[config.mk]
export PLATFORM = sky130hd
export DESIGN_NAME = hazard_stall_ctrl_flat
export DESIGN_NICKNAME = d
export VERILOG_FILES = /design/src/rtl/hazard_stall_ctrl_if.sv /design/src/rtl/hazard_stall_ctrl.sv /design/src/flat_wrapper.sv
export SDC_FILE = /design/constraint.sdc
export NUM_CORES = 1
export LEC_CHECK = 0
export BUFFER_PORTS_ARGS = -buffer_cell sky130_fd_sc_hd__clkbuf_2
export CORE_MARGIN = 5
export CORE_UTILIZATION = 25
export CTS_CLUSTER_DIAMETER = 150
export DETAILED_ROUTE_END_ITERATION = 16
export MAX_ROUTING_LAYER = met4
export PLACE_DENSITY_LB_ADDON = 0.08
export SYNTH_ARGS = -nofsm -noshare
export SYNTH_HDL_FRONTEND = slang
export SYNTH_SLANG_ARGS = --single-unit
export TNS_END_PERCENT = 20
[constraint.sdc]
create_clock -name clk_i -period 2.3 [get_ports clk_i]
set_input_delay 0.115 -clock clk_i [delete_from_list [all_inputs] [get_ports clk_i]]
set_output_delay 0.115 -clock clk_i [all_outputs]
set_load 0.005 [all_outputs]
[src/rtl/hazard_stall_ctrl_if.sv]
// Bundle of hazard/sequencing signals between the pipeline datapath and the
// stall/flush controller. The datapath side is the master and drives the
// hazard sources; the controller is the slave and drives the pipeline
// control lines and performance counters.
interface hazard_stall_ctrl_if #(
    parameter int FC_W = 16
);
    // Hazard sources sampled from the pipeline
    logic [4:0]      ID_rs1_i;
    logic [4:0]      ID_rs2_i;
    logic [4:0]      EX_rd_i;
    logic            EX_memread_i;
    logic            MEM_req_i;
    logic            branch_taken_i;

    // Pipeline control returned by the controller
    logic            pc_hold_o;
    logic            ifid_stall_o;
    logic            ifid_flush_o;
    logic            idex_bubble_o;
    logic            freeze_o;

    // Performance counters
    logic [31:0]     stall_cycles_o;
    logic [FC_W-1:0] flush_count_o;

    modport master (
        output ID_rs1_i,
        output ID_rs2_i,
        output EX_rd_i,
        output EX_memread_i,
        output MEM_req_i,
        output branch_taken_i,
        input  pc_hold_o,
        input  ifid_stall_o,
        input  ifid_flush_o,
        input  idex_bubble_o,
        input  freeze_o,
        input  stall_cycles_o,
        input  flush_count_o
    );

    modport slave (
        input  ID_rs1_i,
        input  ID_rs2_i,
        input  EX_rd_i,
        input  EX_memread_i,
        input  MEM_req_i,
        input  branch_taken_i,
        output pc_hold_o,
        output ifid_stall_o,
        output ifid_flush_o,
        output idex_bubble_o,
        output freeze_o,
        output stall_cycles_o,
        output flush_count_o
    );
endinterface

[src/rtl/hazard_stall_ctrl.sv]
// Pipeline sequencing controller for the 5-stage core.
// Produces PC hold, IF/ID stall and flush, and ID/EX bubble insertion for
// load-use hazards, multi-cycle data-memory freezes and taken branches.
// A branch that resolves while the pipe is frozen is remembered in
// flush_pend and its flush is issued on the first unfrozen cycle.
// Also keeps a saturating stall-cycle counter and a wrapping flush counter.
module hazard_stall_ctrl #(
    parameter int MEM_LAT = 2,
    parameter int FC_W    = 16
) (
    input  logic                 clk_i,
    input  logic                 rst_i,
    hazard_stall_ctrl_if.slave   bus
);

    // Counter wide enough to hold MEM_LAT-2 for any legal latency
    localparam int CNT_W = $clog2(MEM_LAT) + 1;

    // A latency of 1 completes in a single MEM cycle and never freezes
    localparam bit MULTI = (MEM_LAT > 1);

    // Remaining frozen cycles after the entry cycle; unused when MEM_LAT==1
    localparam int CNT_LOAD_INT = (MEM_LAT > 1) ? (MEM_LAT - 2) : 0;
    localparam logic [CNT_W-1:0] CNT_LOAD = CNT_W'(CNT_LOAD_INT);

    typedef enum logic {
        RUN      = 1'b0,
        MEM_WAIT = 1'b1
    } state_t;

    state_t          st;
    state_t          st_nxt;
    logic [CNT_W-1:0] cnt;
    logic [CNT_W-1:0] cnt_nxt;
    logic            flush_pend;
    logic            flush_pend_nxt;
    logic [31:0]     stall_cnt;
    logic [FC_W-1:0] flush_cnt;

    logic            frz;
    logic            lu;
    logic            hold;
    logic            flush;
    logic            rs_match;

    // Hazard detection: freeze has priority, load-use next, then branch flush
    always_comb begin
        frz      = 1'b0;
        lu       = 1'b0;
        hold     = 1'b0;
        flush    = 1'b0;
        rs_match = 1'b0;

        if (st == MEM_WAIT) begin
            frz = (cnt != '0);
        end else begin
            frz = bus.MEM_req_i && MULTI;
        end

        rs_match = (bus.EX_rd_i == bus.ID_rs1_i) || (bus.EX_rd_i == bus.ID_rs2_i);
        lu       = !frz && bus.EX_memread_i && (bus.EX_rd_i != 5'd0) && rs_match;
        hold     = frz || lu;
        flush    = !frz && !lu && (bus.branch_taken_i || flush_pend);
    end

    // Drive the pipeline controls, forcing everything quiet while in reset
    always_comb begin
        bus.freeze_o      = 1'b0;
        bus.pc_hold_o     = 1'b0;
        bus.ifid_stall_o  = 1'b0;
        bus.idex_bubble_o = 1'b0;
        bus.ifid_flush_o  = 1'b0;
        if (!rst_i) begin
            bus.freeze_o      = frz;
            bus.pc_hold_o     = hold;
            bus.ifid_stall_o  = hold;
            bus.idex_bubble_o = lu;
            bus.ifid_flush_o  = flush;
        end
    end

    assign bus.stall_cycles_o = stall_cnt;
    assign bus.flush_count_o  = flush_cnt;

    // Memory-freeze sequencing and deferred-flush bookkeeping
    always_comb begin
        st_nxt         = st;
        cnt_nxt        = cnt;
        flush_pend_nxt = flush_pend;

        unique case (st)
            RUN: begin
                if (bus.MEM_req_i && MULTI) begin
                    st_nxt  = MEM_WAIT;
                    cnt_nxt = CNT_LOAD;
                end
            end
            MEM_WAIT: begin
                if (cnt != '0) begin
                    cnt_nxt = cnt - CNT_W'(1);
                end else begin
                    st_nxt = RUN;
                end
            end
            default: begin
                st_nxt  = RUN;
                cnt_nxt = '0;
            end
        endcase

        if (flush) begin
            flush_pend_nxt = 1'b0;
        end else if (frz && bus.branch_taken_i) begin
            flush_pend_nxt = 1'b1;
        end
    end

    // State register with synchronous reset; reset mid-freeze abandons it
    always_ff @(posedge clk_i) begin
        if (rst_i) begin
            st         <= RUN;
            cnt        <= '0;
            flush_pend <= 1'b0;
        end else begin
            st         <= st_nxt;
            cnt        <= cnt_nxt;
            flush_pend <= flush_pend_nxt;
        end
    end

    // Performance counters: stalls saturate, flushes wrap
    always_ff @(posedge clk_i) begin
        if (rst_i) begin
            stall_cnt <= '0;
            flush_cnt <= '0;
        end else begin
            if (hold && (stall_cnt != 32'hFFFF_FFFF)) begin
                stall_cnt <= stall_cnt + 32'd1;
            end
            if (flush) begin
                flush_cnt <= flush_cnt + FC_W'(1);
            end
        end
    end

endmodule
[src/flat_wrapper.sv]
// flat-port wrapper written by rule: the top's interface ports become plain ports
module hazard_stall_ctrl_flat 
#(
    parameter int MEM_LAT = 2,
    parameter int FC_W    = 16
)
  (clk_i, rst_i, bus_ID_rs1_i, bus_ID_rs2_i, bus_EX_rd_i, bus_EX_memread_i, bus_MEM_req_i, bus_branch_taken_i, bus_pc_hold_o, bus_ifid_stall_o, bus_ifid_flush_o, bus_idex_bubble_o, bus_freeze_o, bus_stall_cycles_o, bus_flush_count_o);
  hazard_stall_ctrl_if #(.FC_W(FC_W)) bus_i ();
  input  logic clk_i;
  input  logic rst_i;
  input wire logic [$bits(bus_i.ID_rs1_i)-1:0] bus_ID_rs1_i;
  input wire logic [$bits(bus_i.ID_rs2_i)-1:0] bus_ID_rs2_i;
  input wire logic [$bits(bus_i.EX_rd_i)-1:0] bus_EX_rd_i;
  input wire logic [$bits(bus_i.EX_memread_i)-1:0] bus_EX_memread_i;
  input wire logic [$bits(bus_i.MEM_req_i)-1:0] bus_MEM_req_i;
  input wire logic [$bits(bus_i.branch_taken_i)-1:0] bus_branch_taken_i;
  output wire logic [$bits(bus_i.pc_hold_o)-1:0] bus_pc_hold_o;
  output wire logic [$bits(bus_i.ifid_stall_o)-1:0] bus_ifid_stall_o;
  output wire logic [$bits(bus_i.ifid_flush_o)-1:0] bus_ifid_flush_o;
  output wire logic [$bits(bus_i.idex_bubble_o)-1:0] bus_idex_bubble_o;
  output wire logic [$bits(bus_i.freeze_o)-1:0] bus_freeze_o;
  output wire logic [$bits(bus_i.stall_cycles_o)-1:0] bus_stall_cycles_o;
  output wire logic [$bits(bus_i.flush_count_o)-1:0] bus_flush_count_o;
  assign bus_i.ID_rs1_i = bus_ID_rs1_i;
  assign bus_i.ID_rs2_i = bus_ID_rs2_i;
  assign bus_i.EX_rd_i = bus_EX_rd_i;
  assign bus_i.EX_memread_i = bus_EX_memread_i;
  assign bus_i.MEM_req_i = bus_MEM_req_i;
  assign bus_i.branch_taken_i = bus_branch_taken_i;
  assign bus_pc_hold_o = bus_i.pc_hold_o;
  assign bus_ifid_stall_o = bus_i.ifid_stall_o;
  assign bus_ifid_flush_o = bus_i.ifid_flush_o;
  assign bus_idex_bubble_o = bus_i.idex_bubble_o;
  assign bus_freeze_o = bus_i.freeze_o;
  assign bus_stall_cycles_o = bus_i.stall_cycles_o;
  assign bus_flush_count_o = bus_i.flush_count_o;
  hazard_stall_ctrl #(.MEM_LAT(MEM_LAT), .FC_W(FC_W)) u_core (.clk_i(clk_i), .rst_i(rst_i), .bus(bus_i));
endmodule
==> results.json, run 1 <==
{
  "setup_ws_ps": 166.1,
  "worst-r2r-cell-count": 8,
  "cts_buffer_depth": 2,
  "setup.worst_path.start_class": "flop",
  "syn_nets": 339,
  "yosys_register_bits": 52,
  "skew_ps": 9.907,
  "drv_cap": 0,
  "ir_worst_vdd_mv": 0.2444,
  "finalSetupViolations": 0,
  "hold_path_depth": 3,
  "crit_cells": 8,
  "relSlewSlack_pct": 66.44,
  "synthDistinctLibCells": 44,
  "clock_sinks": 52,
  "cts_buffers": 5,
  "clk_pin_slew_ps": 110,
  "cp_max_fo": 4,
  "wire_per_inst_um": 13.16,
  "r2r_slack_ps": 170,
  "grt_pass1_wl_um": 12150,
  "fp.dieH_um": 113.2,
  "insertion_delay_ps": 310,
  "grt_pass1_vias": 2427,
  "antenna_cells": 0,
  "num-nets-final": 428,
  "synth_cells": 316,
  "min_path_type": "primary input to flop",
  "vias": 2432,
  "ios": 73,
  "synth_edf_count": 0,
  "synth_area_per_cell_sq_um": 8.426,
  "start_util_pct": 25.68,
  "required_ps": 2560,
  "crit_family": "simple AND/OR/NAND/NOR gates",
  "crit_end": "u_core.bus.stall_cycles_o[19]",
  "die_area_sq_mm": 0.01281,
  "r2r_end": "u_core.bus.stall_cycles_o[19]",
  "synth_ff_type": "dfxtp_1",
  "dr.first_iter.drc_count": 99,
  "final_antenna_net_count": 0,
  "outcome": "finished clean",
  "portBuffers": 72,
  "cts_hold_buf": 0,
  "fin_crit_ps": 2134,
  "cts-root-buf": "clkbuf_8",
  "antenna_found_initial": 0,
  "slowest_stage": "or4_1",
  "rsz0062_at_grt": "false",
  "cp-end-kind": "flop",
  "arrival_ps": 2390,
  "grt.total_usage_pct": 11.84,
  "min_period_over_period_pct": 92.78,
  "path_common_cell": "and3_1",
  "overflow": 0,
  "firstDrtPassIters": 4,
  "fin_setup_tns_ps": 0,
  "drc_errors": 0,
  "post_synth_instance_area_sq_mm": 0.002663,
  "via_per_inst": 4.487,
  "reg2reg_from": "u_core.bus.stall_cycles_o[26]",
  "p_leak_nw": 1.435,
  "cts-htree-levels": 2,
  "p_per_area_mw_per_mm2": 480.0,
  "ys_warn_count": 0,
  "drive_above_1_share_pct": 28.57,
  "fmax_mhz": 468.6,
  "yosysSeqAreaShare_pct": 39.10,
  "grt_max_degree": 36,
  "crit_chain": "and3_1 -> and3_1 -> nand4_1 -> nor2_8 -> or2_1 -> buf_4 -> or4_1 -> a21oi_1",
  "finalWirelength_um": 7135,
  "critPathMaxStageDelay_ps": 460,
  "worst_slew_pin_slew_ps": 501.6,
  "rows": 37,
  "gp_congestion": 0.8044,
  "core_sq_mm": 0.01037,
  "die_w_um": 113.2,
  "startpoint": "u_core.bus.stall_cycles_o[26]",
  "criticalPathCategory": "flop to flop",
  "finalHoldViolCount": 0,
  "slew_viol_final": 0,
  "cts_tree": "done",
  "critical_path_buf_inv_count": 1,
  "synth-async-reset-ratio_pct": 0,
  "dpl_worst_slack_ps": 118.5,
  "syn2layout_area_growth_pct": 28.85,
  "dp_hpwl_um": 5251
}
==> state kept, by name, summed over array words and instances, names as in the netlist <==
| signal | cells |
|---|---|
| u_core.flush_pend | 1 |
| u_core.bus.flush_count_o | 16 |
| u_core.cnt | 2 |
| u_core.st | 1 |
| u_core.bus.stall_cycles_o | 32 |
==> report_power, final <==
part	internal, W	switching (W)
registers	0.000910	0.00000787
clock network	0.000224	0.000343
logic	0.0000666	0.0000943
==> worst min-delay path by stage <==
stage                                   end               start  slack, ps
after floorplan           u_core.flush_pend  bus_branch_taken_i        250
final                     u_core.flush_pend  bus_branch_taken_i         20
after global routing      u_core.flush_pend  bus_branch_taken_i          8
after detailed placement  u_core.flush_pend  bus_branch_taken_i        360
after CTS                 u_core.flush_pend  bus_branch_taken_i          2
after global placement    u_core.flush_pend  bus_branch_taken_i        360
==> repair_timing <==
| action | CTS | global route |
|---|---|---|
| endpoints found under the setup margin | 0 | 4 |
| gates resized for setup | 0 | 2 |
| setup buffers | 0 | 0 |
==> worst min-delay path, delay by kind of cell <==
family                 cells  cell delay, ps
AO/OA/AOI/OAI              1              50
buffers and inverters      1              90
AND/OR/NAND/NOR            1              50
==> cell usage after synthesis, types with 7 or more instances <==
cell type	number	area (sq um)
nor2_1	54	202.7
and2_1	7	43.79
xnor2_1	35	306.5
and3_1	13	81.33
dfxtp_1	52	1041
clkbuf_1	8	30.03
nand4_1	12	75.07
a21oi_1	7	35.03
nand2_1	16	60.06
xor2_1	16	140.1
nor3_1	18	90.09
nand3_1	21	105.1
==> per-layer routing <==
metal	share of wire, %	track usage (%)	vias up
met1	50	15.75	1111
met4	1.2	3.125	0
li1	-	-	1259
met3	5.3	2.567	5
met2	43	18.21	57
met5	0	-	-
==> placed cells by master, fill, tap and decap left out, types with 4 or more instances in the layout <==
| cell type | n |
|---|---|
| nand3_1 | 21 |
| dfxtp_1 | 52 |
| nor4_1 | 5 |
| clkbuf_2 | 72 |
| xor2_1 | 16 |
| a21oi_1 | 7 |
| nand2_1 | 16 |
| xnor2_1 | 35 |
| inv_1 | 4 |
| nor3_1 | 18 |
| nand4_1 | 12 |
| nor2_1 | 54 |
| buf_4 | 25 |
| and3_1 | 13 |
| clkbuf_8 | 5 |
| and2_1 | 7 |
==> cell type report <==
type                            instances  area, sq um
Clock buffer                            5        68.82
Clock inverter                          3        27.53
Fill cell                            1134         6939
Inverter                                4        15.01
Multi-Input combinational cell        243         1529
Sequential cell                        52         1041
Tap cell                              136        170.2
Timing Repair Buffer                   99        579.3
==> stage by stage <==
stage	area [sq um]	hold slack (ps)	util, %	total power (W)	instances
final	3431	16.06	33.08	0.001647	542
after global routing	3431	8.085	33.08	0.001745	542
after CTS	3423	1.881	33.01	0.001694	542
after detailed placement	3327	358.1	32.08	0.001102	534
after global placement	3327	363.6	32.08	0.001102	534
after floorplan	2663	251.0	-	0.001032	316
==> logic make-up (layout without fill, tap and decap cells) <==
group / Yosys count / in the layout / share of synthesized area (%)
AND/OR/NAND/NOR: 170 / 170 / 34.35
multiplexers: 2 / 2 / 0.7519
XOR/XNOR: 51 / 51 / 16.78
flip-flops: 52 / 52 / 39.10
buffers and inverters: 21 / 111 / 3.900
AO/OA/AOI/OAI: 17 / 17 / 3.712
adder cells (fa/ha/maj): 3 / 3 / 1.410
No activity file was read; power rests on OpenSTA's default activity.
==> inputs of run 2 (changes only) <==
- TNS_END_PERCENT: 20 -> default
- clock period: 2.3 -> 1.9 ns (I/O delays scaled with it)
==> results.json, run 2 (synthesized netlist as in run 1, its figures left out) <==
{
  "rsz0062_at_grt": "true",
  "worst_slew_pin_slew_ps": 501.6,
  "min_period_over_period_pct": 102.3,
  "insertion_delay_ps": 310,
  "fin_setup_tns_ps": -67.04,
  "cp_max_fo": 3,
  "clk_pin_slew_ps": 110,
  "relSlewSlack_pct": 66.56,
  "core_sq_mm": 0.01037,
  "cts_buffers": 5,
  "ios": 73,
  "skew_ps": 13.90,
  "die_w_um": 113.2,
  "ir_worst_vdd_mv": 0.2781,
  "required_ps": 2100,
  "final_area_sq_mm": 0.003856,
  "final_cell_mix": "71 x clkbuf_2, 53 x nor2_1, 52 x buf_4",
  "arrival_ps": 2140,
  "syn2layout_area_growth_pct": 44.83,
  "p_per_area_mw_per_mm2": 529.7,
  "portBuffers": 72,
  "dp_hpwl_um": 5486,
  "via_per_inst": 4.498,
  "violations": "negative setup slack",
  "finalHoldWorstSlack_ps": 9.642,
  "start_util_pct": 25.68,
  "final_common_cell": "clkbuf_2",
  "min_path_type": "primary input to flop",
  "setup.worst_path.start_class": "flop",
  "dpl_cell_area_sq_mm": 0.003595,
  "wire_per_inst_um": 13.01,
  "grt_pass1_wl_um": 12380,
  "dr.first_iter.drc_count": 98,
  "drive_above_1_share_pct": 40.23,
  "largest_register_ffs": 32,
  "criticalPathCategory": "flop to flop",
  "dpl_worst_slack_ps": -45.55,
  "r2r_slack_ps": -40,
  "cts_hold_buf": 0,
  "cts-htree-levels": 2,
  "setup_ws_ps": -43.14,
  "overflow": 0,
  "slew_viol_final": 0,
  "grt_pass1_vias": 2534,
  "fin_crit_ps": 1943,
  "antenna_found_initial": 0,
  "grt_max_degree": 36,
  "antenna_cells": 0,
  "outcome": "finished with violations",
  "vias": 2591,
  "fp.dieH_um": 113.2,
  "grt.total_usage_pct": 11.91,
  "cts_tree": "done",
  "final_antenna_net_count": 0,
  "gp_congestion": 0.8244,
  "num-nets-final": 462,
  "p_total_w": 0.002043,
  "fmax_mhz": 514.6,
  "clock_sinks": 52,
  "drc_errors": 0,
  "drv_cap": 0,
  "cts-root-buf": "clkbuf_8",
  "p_leak_nw": 1.667,
  "finalHoldViolCount": 0,
  "firstDrtPassIters": 4,
  "finalSetupViolations": 5,
  "die_area_sq_mm": 0.01281,
  "cts_buffer_depth": 2,
  "finalWirelength_um": 7496,
  "rows": 37,
  "cp-end-kind": "flop"
}
run 2: cell types whose count changed in the layout (fill, tap and decap cells not counted), moves of 2 or more:
cell | before | now
dfxtp_2 | 0 | 13
buf_4 | 25 | 52
buf_6 | 1 | 5
buf_12 | 1 | 3
dfxtp_1 | 52 | 38
o21ai_2 | 0 | 2
run 2: report_power, final:
part | switching, W | leakage, nW | internal, W
logic | 0.000125 | 1.19 | 0.000120
clock network | 0.000413 | 0.0463 | 0.000272
registers | 0.0000121 | 0.427 | 0.00110
run 2: path summary, 6_finish.rpt:
kind,start,to,depth (start not counted)
worst max register to register,u_core.bus.stall_cycles_o[14],u_core.bus.stall_cycles_o[1],8
worst min register to register,u_core.flush_pend,u_core.flush_pend,2
worst max-delay path,u_core.bus.stall_cycles_o[14],u_core.bus.stall_cycles_o[1],8
worst min-delay path,bus_branch_taken_i,u_core.flush_pend,3
run 2: layer usage:
metal	up-vias	GRT usage (%)	routed length [um]
met3	5	2.567	422
met5	-	-	0
met1	1203	15.36	3538
met4	0	2.885	61
li1	1324	-	-
met2	59	19.08	3473
run 2: worst max-delay path: stages (launching register included):
cell	delay, ps
dfxtp_2	350
and4_4	250
nand4_4	100
or4b_4	540
nor2_8	120
or2_4	150
buf_6	100
mux2i_1	170
nor2_1	50
run 2: metrics by stage:
stage / util, % / std cells
4_1_cts: 36.57 / 571
6_report: 37.19 / 576
5_1_grt: 37.19 / 576
2_1_floorplan: - / 316
3_3_place_gp: 34.66 / 560
3_5_place_dp: 34.66 / 560
run 2: timing repair:
action                                  in CTS  in global routing
endpoints found under the setup margin      30                 32
pin swaps                                    7                  3
setup buffers                                2                  5
gates resized for setup                     13                 10
gates cloned                                 1                  0
run 2: layout make-up:
type                            count  area, sq um
Timing Repair Buffer              133        899.6
Multi-Input combinational cell    243         1614
Tap cell                          136        170.2
Inverter                            4        15.01
Clock inverter                      3        27.53
Clock buffer                        5        68.82
Fill cell                        1127         6514
Sequential cell                    52         1061
